$ cat src/rtl/mst_burst_engine_pkg.sv
// Shared bus definitions for the burst master: FSM encodings and beat stride.
// No logic; constants and types only.
// Imported by every file of the burst engine.
package mst_burst_engine_pkg;

    // Burst engine control states
    typedef enum logic [1:0] {
        ST_IDLE  = 2'd0,
        ST_WR    = 2'd1,
        ST_RD    = 2'd2,
        ST_DRAIN = 2'd3
    } state_t;

    // Byte-address increment between consecutive beats (one 32-bit word)
    localparam int BEAT_STRIDE = 4;

endpackage

$ cat src/rtl/mst_burst_engine.sv
// Burst master: turns one command into len+1 word beats on a slave write or read port.
// Latency: first beat offered the cycle after command take; read word returned one cycle after each beat accept.
// Backpressure: writes stall on iWrDataValid/iMstWrReady (pass-through); reads stall on iMstRdReady; read data is not back-pressurable.
module mst_burst_engine
    import mst_burst_engine_pkg::*;
#(
    parameter int AW = 12,
    parameter int DW = 32,
    parameter int SW = 4,
    parameter int LW = 8
) (
    input  logic          iClk,
    input  logic          iRst_n,
    input  logic          iCmdValid,
    output logic          oCmdReady,
    input  logic          iCmdWr,
    input  logic [AW-1:0] iCmdAddr,
    input  logic [LW-1:0] iCmdLen,
    input  logic [SW-1:0] iCmdSel,
    input  logic          iWrDataValid,
    output logic          oWrDataReady,
    input  logic [DW-1:0] iWrData,
    output logic          oRdDataValid,
    output logic [DW-1:0] oRdData,
    output logic          oBusy,
    output logic          oDone,
    output logic          oMstWrReq,
    output logic          oMstWrValid,
    output logic [AW-1:0] oMstWrAddr,
    output logic [SW-1:0] oMstWrSel,
    output logic [DW-1:0] oMstWrData,
    input  logic          iMstWrReady,
    output logic          oMstRdReq,
    output logic          oMstRdValid,
    output logic [AW-1:0] oMstRdAddr,
    output logic [SW-1:0] oMstRdSel,
    input  logic          iMstRdReady,
    input  logic [DW-1:0] iMstRdData
);

    // Word-alignment mask for the command start address
    localparam logic [AW-1:0] ALIGN_MASK = ~AW'(BEAT_STRIDE - 1);
    localparam logic [AW-1:0] STRIDE     = AW'(BEAT_STRIDE);

    state_t        state;
    state_t        state_nxt;
    logic [AW-1:0] addr;
    logic [LW-1:0] cnt;
    logic [SW-1:0] sel;
    logic          rd_vld;
    logic          done;

    logic cmd_take;
    logic wr_beat;
    logic rd_beat;
    logic last_beat;

    assign cmd_take  = iCmdValid && oCmdReady;
    assign wr_beat   = oMstWrReq && oMstWrValid && iMstWrReady;
    assign rd_beat   = oMstRdReq && oMstRdValid && iMstRdReady;
    assign last_beat = (cnt == '0);

    // State register; reset aborts any burst in flight
    always_ff @(posedge iClk or negedge iRst_n) begin
        if (!iRst_n) begin
            state <= ST_IDLE;
        end else begin
            state <= state_nxt;
        end
    end

    // Next-state: leave a data state only on completion of the final beat
    always_comb begin
        state_nxt = state;
        case (state)
            ST_IDLE:  if (cmd_take) state_nxt = iCmdWr ? ST_WR : ST_RD;
            ST_WR:    if (wr_beat && last_beat) state_nxt = ST_IDLE;
            ST_RD:    if (rd_beat && last_beat) state_nxt = ST_DRAIN;
            ST_DRAIN: state_nxt = ST_IDLE;
            default:  state_nxt = ST_IDLE;
        endcase
    end

    // Output decode: handshakes only asserted inside their own state
    always_comb begin
        oCmdReady    = 1'b0;
        oWrDataReady = 1'b0;
        oMstWrReq    = 1'b0;
        oMstWrValid  = 1'b0;
        oMstRdReq    = 1'b0;
        oMstRdValid  = 1'b0;
        case (state)
            ST_IDLE: oCmdReady = 1'b1;
            ST_WR: begin
                oMstWrReq    = 1'b1;
                oMstWrValid  = iWrDataValid;
                oWrDataReady = iMstWrReady;
            end
            ST_RD: begin
                oMstRdReq   = 1'b1;
                oMstRdValid = 1'b1;
            end
            default: ;
        endcase
    end

    // Burst address / beat counter / byte select; hold on any stall
    always_ff @(posedge iClk or negedge iRst_n) begin
        if (!iRst_n) begin
            addr <= '0;
            cnt  <= '0;
            sel  <= '0;
        end else if (cmd_take) begin
            addr <= iCmdAddr & ALIGN_MASK;
            cnt  <= iCmdLen;
            sel  <= iCmdSel;
        end else if (wr_beat || rd_beat) begin
            addr <= addr + STRIDE;
            // Counter parks at zero after the final beat
            if (!last_beat) begin
                cnt <= cnt - 1'b1;
            end
        end
    end

    // Read-valid follows each read accept by one cycle; done marks the final beat
    // (for reads this lands in DRAIN, together with the last read word)
    always_ff @(posedge iClk or negedge iRst_n) begin
        if (!iRst_n) begin
            rd_vld <= 1'b0;
            done   <= 1'b0;
        end else begin
            rd_vld <= rd_beat;
            done   <= (wr_beat || rd_beat) && last_beat;
        end
    end

    assign oBusy        = (state != ST_IDLE);
    assign oDone        = done;
    assign oRdDataValid = rd_vld;
    assign oRdData      = iMstRdData;
    assign oMstWrAddr   = addr;
    assign oMstWrSel    = sel;
    assign oMstWrData   = iWrData;
    assign oMstRdAddr   = addr;
    assign oMstRdSel    = sel;

endmodule

$ cat config.mk
export PLATFORM = sky130hd
export DESIGN_NAME = mst_burst_engine
export DESIGN_NICKNAME = d
export VERILOG_FILES = /design/src/rtl/mst_burst_engine_pkg.sv /design/src/rtl/mst_burst_engine.sv
export SDC_FILE = /design/constraint.sdc
export NUM_CORES = 1
export LEC_CHECK = 0
export BUFFER_PORTS_ARGS = -buffer_cell sky130_fd_sc_hd__buf_2
export CAP_MARGIN = 20
export CORE_ASPECT_RATIO = 1.4
export CORE_MARGIN = 5
export CORE_UTILIZATION = 39
export DETAILED_ROUTE_END_ITERATION = 6
export GPL_TIMING_DRIVEN = 0
export PLACE_DENSITY = 0.86
export RECOVER_POWER = 25
export SETUP_SLACK_MARGIN = 0.15
export SLEW_MARGIN = 20
export SYNTH_ARGS = -nofsm -noshare
export SYNTH_HDL_FRONTEND = slang
export SYNTH_SLANG_ARGS = --single-unit
$ cat constraint.sdc
create_clock -name iClk -period 3.6 [get_ports iClk]
set_input_delay 0.54 -clock iClk [delete_from_list [all_inputs] [get_ports iClk]]
set_output_delay 0.54 -clock iClk [all_outputs]
set_load 0.02 [all_outputs]
==> run metrics, run 1 <==
DIE WIDTH=70.91 um; Die Area=6756 um2; met3 usage=6.013%; Clk Latency, worst-skew pair=0.27 ns; slowest CP cell=or4_2; first-pass GRT wire length=9708 um; std cell rows=31; fin nets=475; CTS resizes=0; crit path launch=state[0]$_DFFE_PN0P_; residual DRC count=0; vias in the first global route=2091; VDD IR max=0.2382 mV; Total Routing Usage GR=17.75%; sequential area share after synthesis=32.12%; initial antenna violation count=0; Final Cycle Share=60.30%; post-placement cell count=438; CP startpoint kind=flop; IO Pins=200; vias=2073; Cells after Synth=240; kind of cell adding the most delay to the critical path=simple AND/OR/NAND/NOR gates; core area=5120 um2; Worst-Margin Slew=1.394 ns; setup TNS=0 ns; power per standard cell area=700.9 nW/um2; number of synthesized flops with an enable pin=0; r2r worst-path depth=5; relative slew slack=7.040%; status=complete, no violations; max_cap viols=0; Critical Path RT=3.79 ns; M1 GR Usage=19.86%; Ys Warns=0; hold endpoint=oMstRdSel[0]$_DFFE_PN0P_; DP Area=2765 um2; CTS Sinks=26; WS Path Type=reg2reg; CP Buf/Inv Count=1; htree depth=1; Avg Cell Area, Syn=8.440 um2; worst-path maximum fanout=9; Overflow after GRT=0; Synth Register Bits=26; # diodes=0; cell taking the most area after synthesis=dfrtp_1; Root Buffer=clkbuf_8; Lkg Pwr=1.507 nW; Final Hold Vio Count=0; top area cells in the synthesized netlist=dfrtp_1 (32%), buf_4 (31%), nand2_1 (4.6%); wire per inst=14.51 um; Buffers on Ports=129; # setup viols final=0; met2 GRT Util=31.58%; CP max stage delay=0.65 ns; CTS max path bufs=2; fin crit period=2.171 ns; Detailed Route WL=6401 um; unrepaired setup endpoints after global routing=no; global routing's busiest layer=met2; vias per cell=4.701; First DRT Iteration DRCs=90; clock buffers created by TritonCTS=3; count of cell types in the netlist=38; Die Ht=95.28 um; kind of end point of the critical path=flop; Initial DRT Pass Iterations=4; Post-synth top flop=dfrtp_1; R2R setup slack=1.43 ns; Non-Filler Instances=441; final setup skew=0.004346 ns; Final GP Congestion=0.8199; CTS tree=built; R2R Path Start=state[0]$_DFFE_PN0P_; HP Class=in2reg; post-DP HPWL=5433 um; hold path depth=3; Hold Startpoint=iCmdSel[0]; share of Yosys cell area claimed by the top area cell type=32.12%; final instance area=2793 um2; ys async rst share=100.0%; crit path cell chain=nand3b_1, inv_1, o22ai_2, or4_2, a31oi_1; Detail Route Antenna Nets=0; Arrival @ worst endpoint=2.36 ns; Post-Syn Area=2026 um2; Starting Density=39.57%; # Post-CTS Setup Buffers=0; layout cells sized above 1=56.00%; Post-CTS Hold Buffers=0; synth-to-layout area growth=37.86%; largest net degree at the start of global routing=27; Reg-to-Reg End=cnt[5]$_DFFE_PN0P_; Reg clk slew, reported paths=0.09 ns; Max Freq=460.7 MHz; max-slew violation count=0
flip-flops by register name (all words and copies together), names as in the netlist:
| name | cells |
|---|---|
| oMstRdAddr | 10 |
| cnt | 8 |
| oMstRdSel | 4 |
| oDone | 1 |
| state | 2 |
| oRdDataValid | 1 |
tightest hold or removal path, cell delays in order:
cell and delay (ns):
buf_2 0.08, nand2_1 0.04, nand2_1 0.04
cell usage after synthesis (2+ instances only):
cell type  count
and2_1         4
mux2i_1        2
or4_1          3
nand2_1       25
nor2b_1        2
a211oi_1       3
dfrtp_1       26
nand3_1        2
ha_1           3
or2_2          2
a31oi_1        8
inv_1          9
nand4_1        2
buf_4         83
or3_1          4
a2111oi_0      2
a21oi_1        7
clkbuf_1       4
o31ai_1        3
xnor2_1        6
nor2_1        15
o21ai_0        9
worst max-delay path by stage:
| stage | endpoint | slack [ns] | depth (start not counted) |
|---|---|---|---|
| floorplan | cnt[7]$_DFFE_PN0P_ | 1.67 | 5 |
| global placement | cnt[5]$_DFFE_PN0P_ | 1.46 | 6 |
| detailed placement | cnt[5]$_DFFE_PN0P_ | 1.38 | 6 |
| CTS | cnt[5]$_DFFE_PN0P_ | 1.44 | 5 |
| global route | cnt[5]$_DFFE_PN0P_ | 1.27 | 5 |
| finish | cnt[5]$_DFFE_PN0P_ | 1.43 | 5 |
per-stage QoR:
stage / util (%) / hold WS [ns] / total power (W) / setup slack (ns)
2_1_floorplan: - / 0.2444 / 0.001416 / 1.669
3_3_place_gp: 54.01 / 0.4831 / 0.001754 / 1.458
3_5_place_dp: 54.01 / 0.4925 / 0.001803 / 1.377
4_1_cts: 54.81 / 0.2817 / 0.001968 / 1.441
5_1_grt: 54.55 / 0.4736 / 0.002115 / 1.267
6_report: 54.55 / 0.4651 / 0.001957 / 1.429
layout by cell type, fill, tap and decap left out, types with 2 or more instances in the layout:
cell type / synthesis / routed
a211oi_1: 3 / 3
ha_1: 3 / 3
dfrtp_1: 26 / 26
nand3_1: 2 / 2
a2111oi_0: 2 / 2
buf_2: 1 / 119
o31ai_1: 3 / 3
or4_1: 3 / 3
xnor2_1: 6 / 6
nand2_1: 25 / 25
o21ai_0: 9 / 9
nand4_1: 2 / 2
a21oi_1: 7 / 7
clkbuf_1: 4 / 15
or2_2: 2 / 2
and2_1: 4 / 4
buf_4: 83 / 83
nor2b_1: 2 / 2
clkbuf_8: 0 / 3
a31oi_1: 8 / 8
inv_1: 9 / 9
or3_1: 4 / 4
nor2_1: 15 / 15
conb_1: 1 / 4
mux2i_1: 2 / 2
cell families (layout without fill, tap and decap cells):
group / Yosys count / after routing / share of synthesized area [%]
other: 1 / 4 / 0.1851
and+or+nand+nor: 66 / 66 / 16.12
buffers and inverters: 97 / 229 / 33.42
DFF: 26 / 26 / 32.12
AOI/OAI and AO/OA: 38 / 38 / 12.29
adders and majority gates: 3 / 3 / 1.853
muxes: 2 / 2 / 0.9883
xor gates and xnor gates: 7 / 7 / 3.027
cell type report:
class | count | area [um2]
Sequential cell | 26 | 650.6
Clock buffer | 3 | 41.29
Inverter | 9 | 33.78
Fill cell | 500 | 2327
Buffer | 88 | 643.1
Timing Repair Buffer | 129 | 631.9
Tap cell | 66 | 82.58
Multi-Input combinational cell | 120 | 709.4
metal layers:
layer  vias to the layer above  share of wire (%)
li1                        988                  -
met1                       914                 34
met2                       163                 51
met3                         8                 13
met4                         0                1.4
met5                         -                  0
report_power, final:
part / total, W / leakage, nW / switching, W / internal [W]
clock network: 0.000163 / 0.0216 / 0.0000882 / 0.0000749
registers: 0.000585 / 0.307 / 0.000154 / 0.000430
logic: 0.00121 / 1.18 / 0.000712 / 0.000498
Note: power is estimated with default switching activity, not from simulation.
==> run 2: changes to the inputs <==
--- a/config.mk
+++ b/config.mk
@@ -5,14 +5,15 @@
 export SDC_FILE = /design/constraint.sdc
 export NUM_CORES = 1
 export LEC_CHECK = 0
+export ABC_AREA = 1
 export BUFFER_PORTS_ARGS = -buffer_cell sky130_fd_sc_hd__buf_2
 export CAP_MARGIN = 20
 export CORE_ASPECT_RATIO = 1.4
 export CORE_MARGIN = 5
-export CORE_UTILIZATION = 39
+export CORE_UTILIZATION = 35
 export DETAILED_ROUTE_END_ITERATION = 6
 export GPL_TIMING_DRIVEN = 0
-export PLACE_DENSITY = 0.86
+export PLACE_DENSITY = 0.79
 export RECOVER_POWER = 25
 export SETUP_SLACK_MARGIN = 0.15
 export SLEW_MARGIN = 20
==> constraint.sdc (replaced) <==
create_clock -name iClk -period 1.9 [get_ports iClk]
set_input_delay 0.285 -clock iClk [delete_from_list [all_inputs] [get_ports iClk]]
set_output_delay 0.285 -clock iClk [all_outputs]
set_load 0.02 [all_outputs]
==> run 2 against run 1 <==
The flow now finishes with violations (capacitance limit, slew limit). Sequential power grew 85%. Non-clock buffer count increased by 2. Synthesized cell count is 34% higher. Critical endpoint is now cnt[1]$_DFFE_PN0P_.
==> run metrics, run 2 <==
status=finished with violations; violations in the final reports=capacitance limit, slew limit; First DRT Iteration DRCs=48 (-47%); Reg clk slew, reported paths=0.09 ns (about the same); worst-path maximum fanout=10 (+1); R2R Path Start=cnt[0]$_DFFE_PN0P_; CP max stage delay=0.40 ns (-0.25 ns); Die Ht=104.7 um (+9.8%); hold path depth=3 (unchanged); crit path cell chain=inv_1, ha_1, nand2_1, nor2_2, nand2_2, nand2_2, inv_2, buf_6, nand2_1, o21ai_2; CTS tree=built; setup TNS=0 ns (unchanged); sequential area share after synthesis=29.05% (-3.1 points); Starting Density=36.06% (-3.5 points); # diodes=0 (unchanged); most common cell after layout, fill and taps aside=buf_2; DIE WIDTH=77.61 um (+9.4%); residual DRC count=0 (unchanged); max-slew violation count=26 (+26); HP Class=in2reg; IO Pins=200 (unchanged); std cell rows=34 (+9.7%); Synth Register Bits=26 (unchanged); cell taking the most area after synthesis=dfrtp_1; Detail Route Antenna Nets=0 (unchanged); power per standard cell area=1397 nW/um2 (+99%); relative slew slack=-0.2058% (-7.2 points); Hold Startpoint=iCmdSel[2]; Ys Warns=0 (unchanged); fin nets=556 (+17%); fin crit period=1.584 ns (-0.5869 ns); kind of end point of the critical path=flop; initial antenna violation count=0 (unchanged); ys async rst share=100.0% (unchanged); Initial DRT Pass Iterations=4 (unchanged); r2r worst-path depth=10 (+5); Final Cycle Share=83.36% (+23 points); CP startpoint kind=flop; Max Freq=631.4 MHz (+37%); largest net degree at the start of global routing=27 (unchanged); Worst-Margin Slew=1.503 ns (+0.1087 ns); Final GP Congestion=0.8604 (+4.9%); Final Util=48.75% (-5.8 points); Total Routing Usage GR=14.90% (-2.8 points); Critical Path RT=2.07 ns (-1.72 ns); hold slack=0.2012 ns (-0.2639 ns); post-DP HPWL=5466 um (+0.60%); number of synthesized flops with an enable pin=0 (unchanged); kind of cell adding the most delay to the critical path=simple AND/OR/NAND/NOR gates; Lkg Pwr=1.843 nW (+22%); Clk Latency, worst-skew pair=0.28 ns (about the same); Detailed Route WL=6520 um (+1.9%); top-count cell post-synth=nand2_1; Post-CTS Hold Buffers=0 (unchanged); R2R setup slack=0.32 ns (-1.11 ns); synth-to-layout area growth=35.20%; synth cell count leaders=nand2_1 (91), buf_4 (86), nor2_1 (32); WS Path Type=reg2reg; Post-synth top flop=dfrtp_1; Final Hold Vio Count=0 (unchanged); layout cells sized above 1=49.02% (-7.0 points); filler instances=648 (+30%); CTS max path bufs=2 (unchanged); Overflow after GRT=0 (unchanged); max FFs per register=10 (unchanged); CP Buf/Inv Count=3 (+2); top area cells in the synthesized netlist=dfrtp_1 (29%), buf_4 (29%), nand2_1 (15%); Root Buffer=clkbuf_8; final setup skew=0.006785 ns (+0.002439 ns); first-pass GRT wire length=10140 um (+4.4%); share of Yosys cell area claimed by the top area cell type=29.05% (-3.1 points); Avg Cell Area, Syn=6.977 um2 (-17%); Cells after Synth=321 (+34%); count of cell types in the netlist=25 (-34%); Total Power=0.004231 W (+120%); htree depth=1 (unchanged); vias=2352 (+13%); unrepaired setup endpoints after global routing=no; vias per cell=4.446 (-5.4%); wire per inst=12.33 um (-15%); VDD IR max=0.4776 mV (+100%); Buffers on Ports=129 (unchanged); clock buffers created by TritonCTS=3 (unchanged); core area=6211 um2 (+21%); vias in the first global route=2339 (+12%); # setup viols final=0 (unchanged); commonest non-fill, non-tap cells in the layout=buf_2 (118), nand2_1 (91), buf_4 (86); hold endpoint=oMstRdSel[2]$_DFFE_PN0P_; Die Area=8121 um2 (+20%); CTS Sinks=26 (unchanged); Arrival @ worst endpoint=1.75 ns (-0.61 ns); max_cap viols=1 (+1); Reg-to-Reg End=cnt[1]$_DFFE_PN0P_; slowest CP cell=dfrtp_1; Post-Syn Area=2240 um2 (+11%)
## run 2: metal layers
| metal | part of all wire (%) | global-route usage [%] |
|---|---|---|
| met3 | 11 | 4.389 |
| met2 | 53 | 28.85 |
| met1 | 35 | 14.58 |
| met5 | 0 | 0 |
| met4 | 1.2 | 4.914 |
## run 2: through the flow
stage,cells,worst slack (ns),instance area [um2]
2_1_floorplan,324,0.4262,2251
3_3_place_gp,525,0.2658,2987
3_5_place_dp,525,0.2558,2987
4_1_cts,529,0.2414,3042
5_1_grt,529,0.1655,3028
6_report,529,0.3161,3028
## run 2: kinds of logic (layout without fill, tap and decap cells)
| kind of cell | count (synthesis) | count (layout) | share of synthesized area (%) |
|---|---|---|---|
| other cells | 1 | 4 | 0.1674 |
| xor+xnor | 2 | 2 | 0.7823 |
| simple gates | 150 | 150 | 27.65 |
| compound gates | 23 | 23 | 6.034 |
| buf+inv | 116 | 249 | 34.64 |
| flops | 26 | 26 | 29.05 |
| fa+ha+maj | 3 | 3 | 1.676 |
## run 2: worst max path at each step
stage	from	to	slack (ns)	cells after the start
global placement	cnt[0]$_DFFE_PN0P_	cnt[1]$_DFFE_PN0P_	0.27	10
detailed placement	cnt[0]$_DFFE_PN0P_	cnt[2]$_DFFE_PN0P_	0.26	10
finish	cnt[0]$_DFFE_PN0P_	cnt[1]$_DFFE_PN0P_	0.32	10
floorplan	state[0]$_DFFE_PN0P_	cnt[2]$_DFFE_PN0P_	0.43	8
CTS	cnt[0]$_DFFE_PN0P_	cnt[1]$_DFFE_PN0P_	0.24	10
global route	cnt[1]$_DFFE_PN0P_	cnt[1]$_DFFE_PN0P_	0.17	10
## run 2: what timing repair did
item | 4_1_cts | 5_1_grt
gates resized for setup | 0 | 1
setup buffers | 0 | 0
endpoints found under the setup margin | 0 | 7
hold endpoints to repair | 0 | 0
## run 2: layout make-up
class | instances | area [um2] | area share [%]
flip-flops and latches | 26 | 650.6 | 21.49
inverters | 26 | 97.59 | 3.223
clock buffers | 4 | 55.05 | 1.818
well taps | 72 | 90.09 | 2.975
plain buffers | 90 | 678.2 | 22.40
repair buffers | 129 | 629.4 | 20.79
multi-input cells | 182 | 827.0 | 27.31
## run 2: power breakdown
| group | leakage [nW] | internal, W | switching, W |
|---|---|---|---|
| clock network | 0.0288 | 0.000186 | 0.000191 |
| registers | 0.324 | 0.000807 | 0.000274 |
| logic | 1.49 | 0.00110 | 0.00167 |
| total | 1.84 | 0.00209 | 0.00214 |
## run 2: worst register-to-register path, delay by kind of cell (launching register included)
kind                     cells  cell delay (ns)
flip-flops                   1             0.40
AND/OR/NAND/NOR              5             0.49
buffers and inverters        3             0.33
AO/OA/AOI/OAI                1             0.05
adder cells (fa/ha/maj)      1             0.21
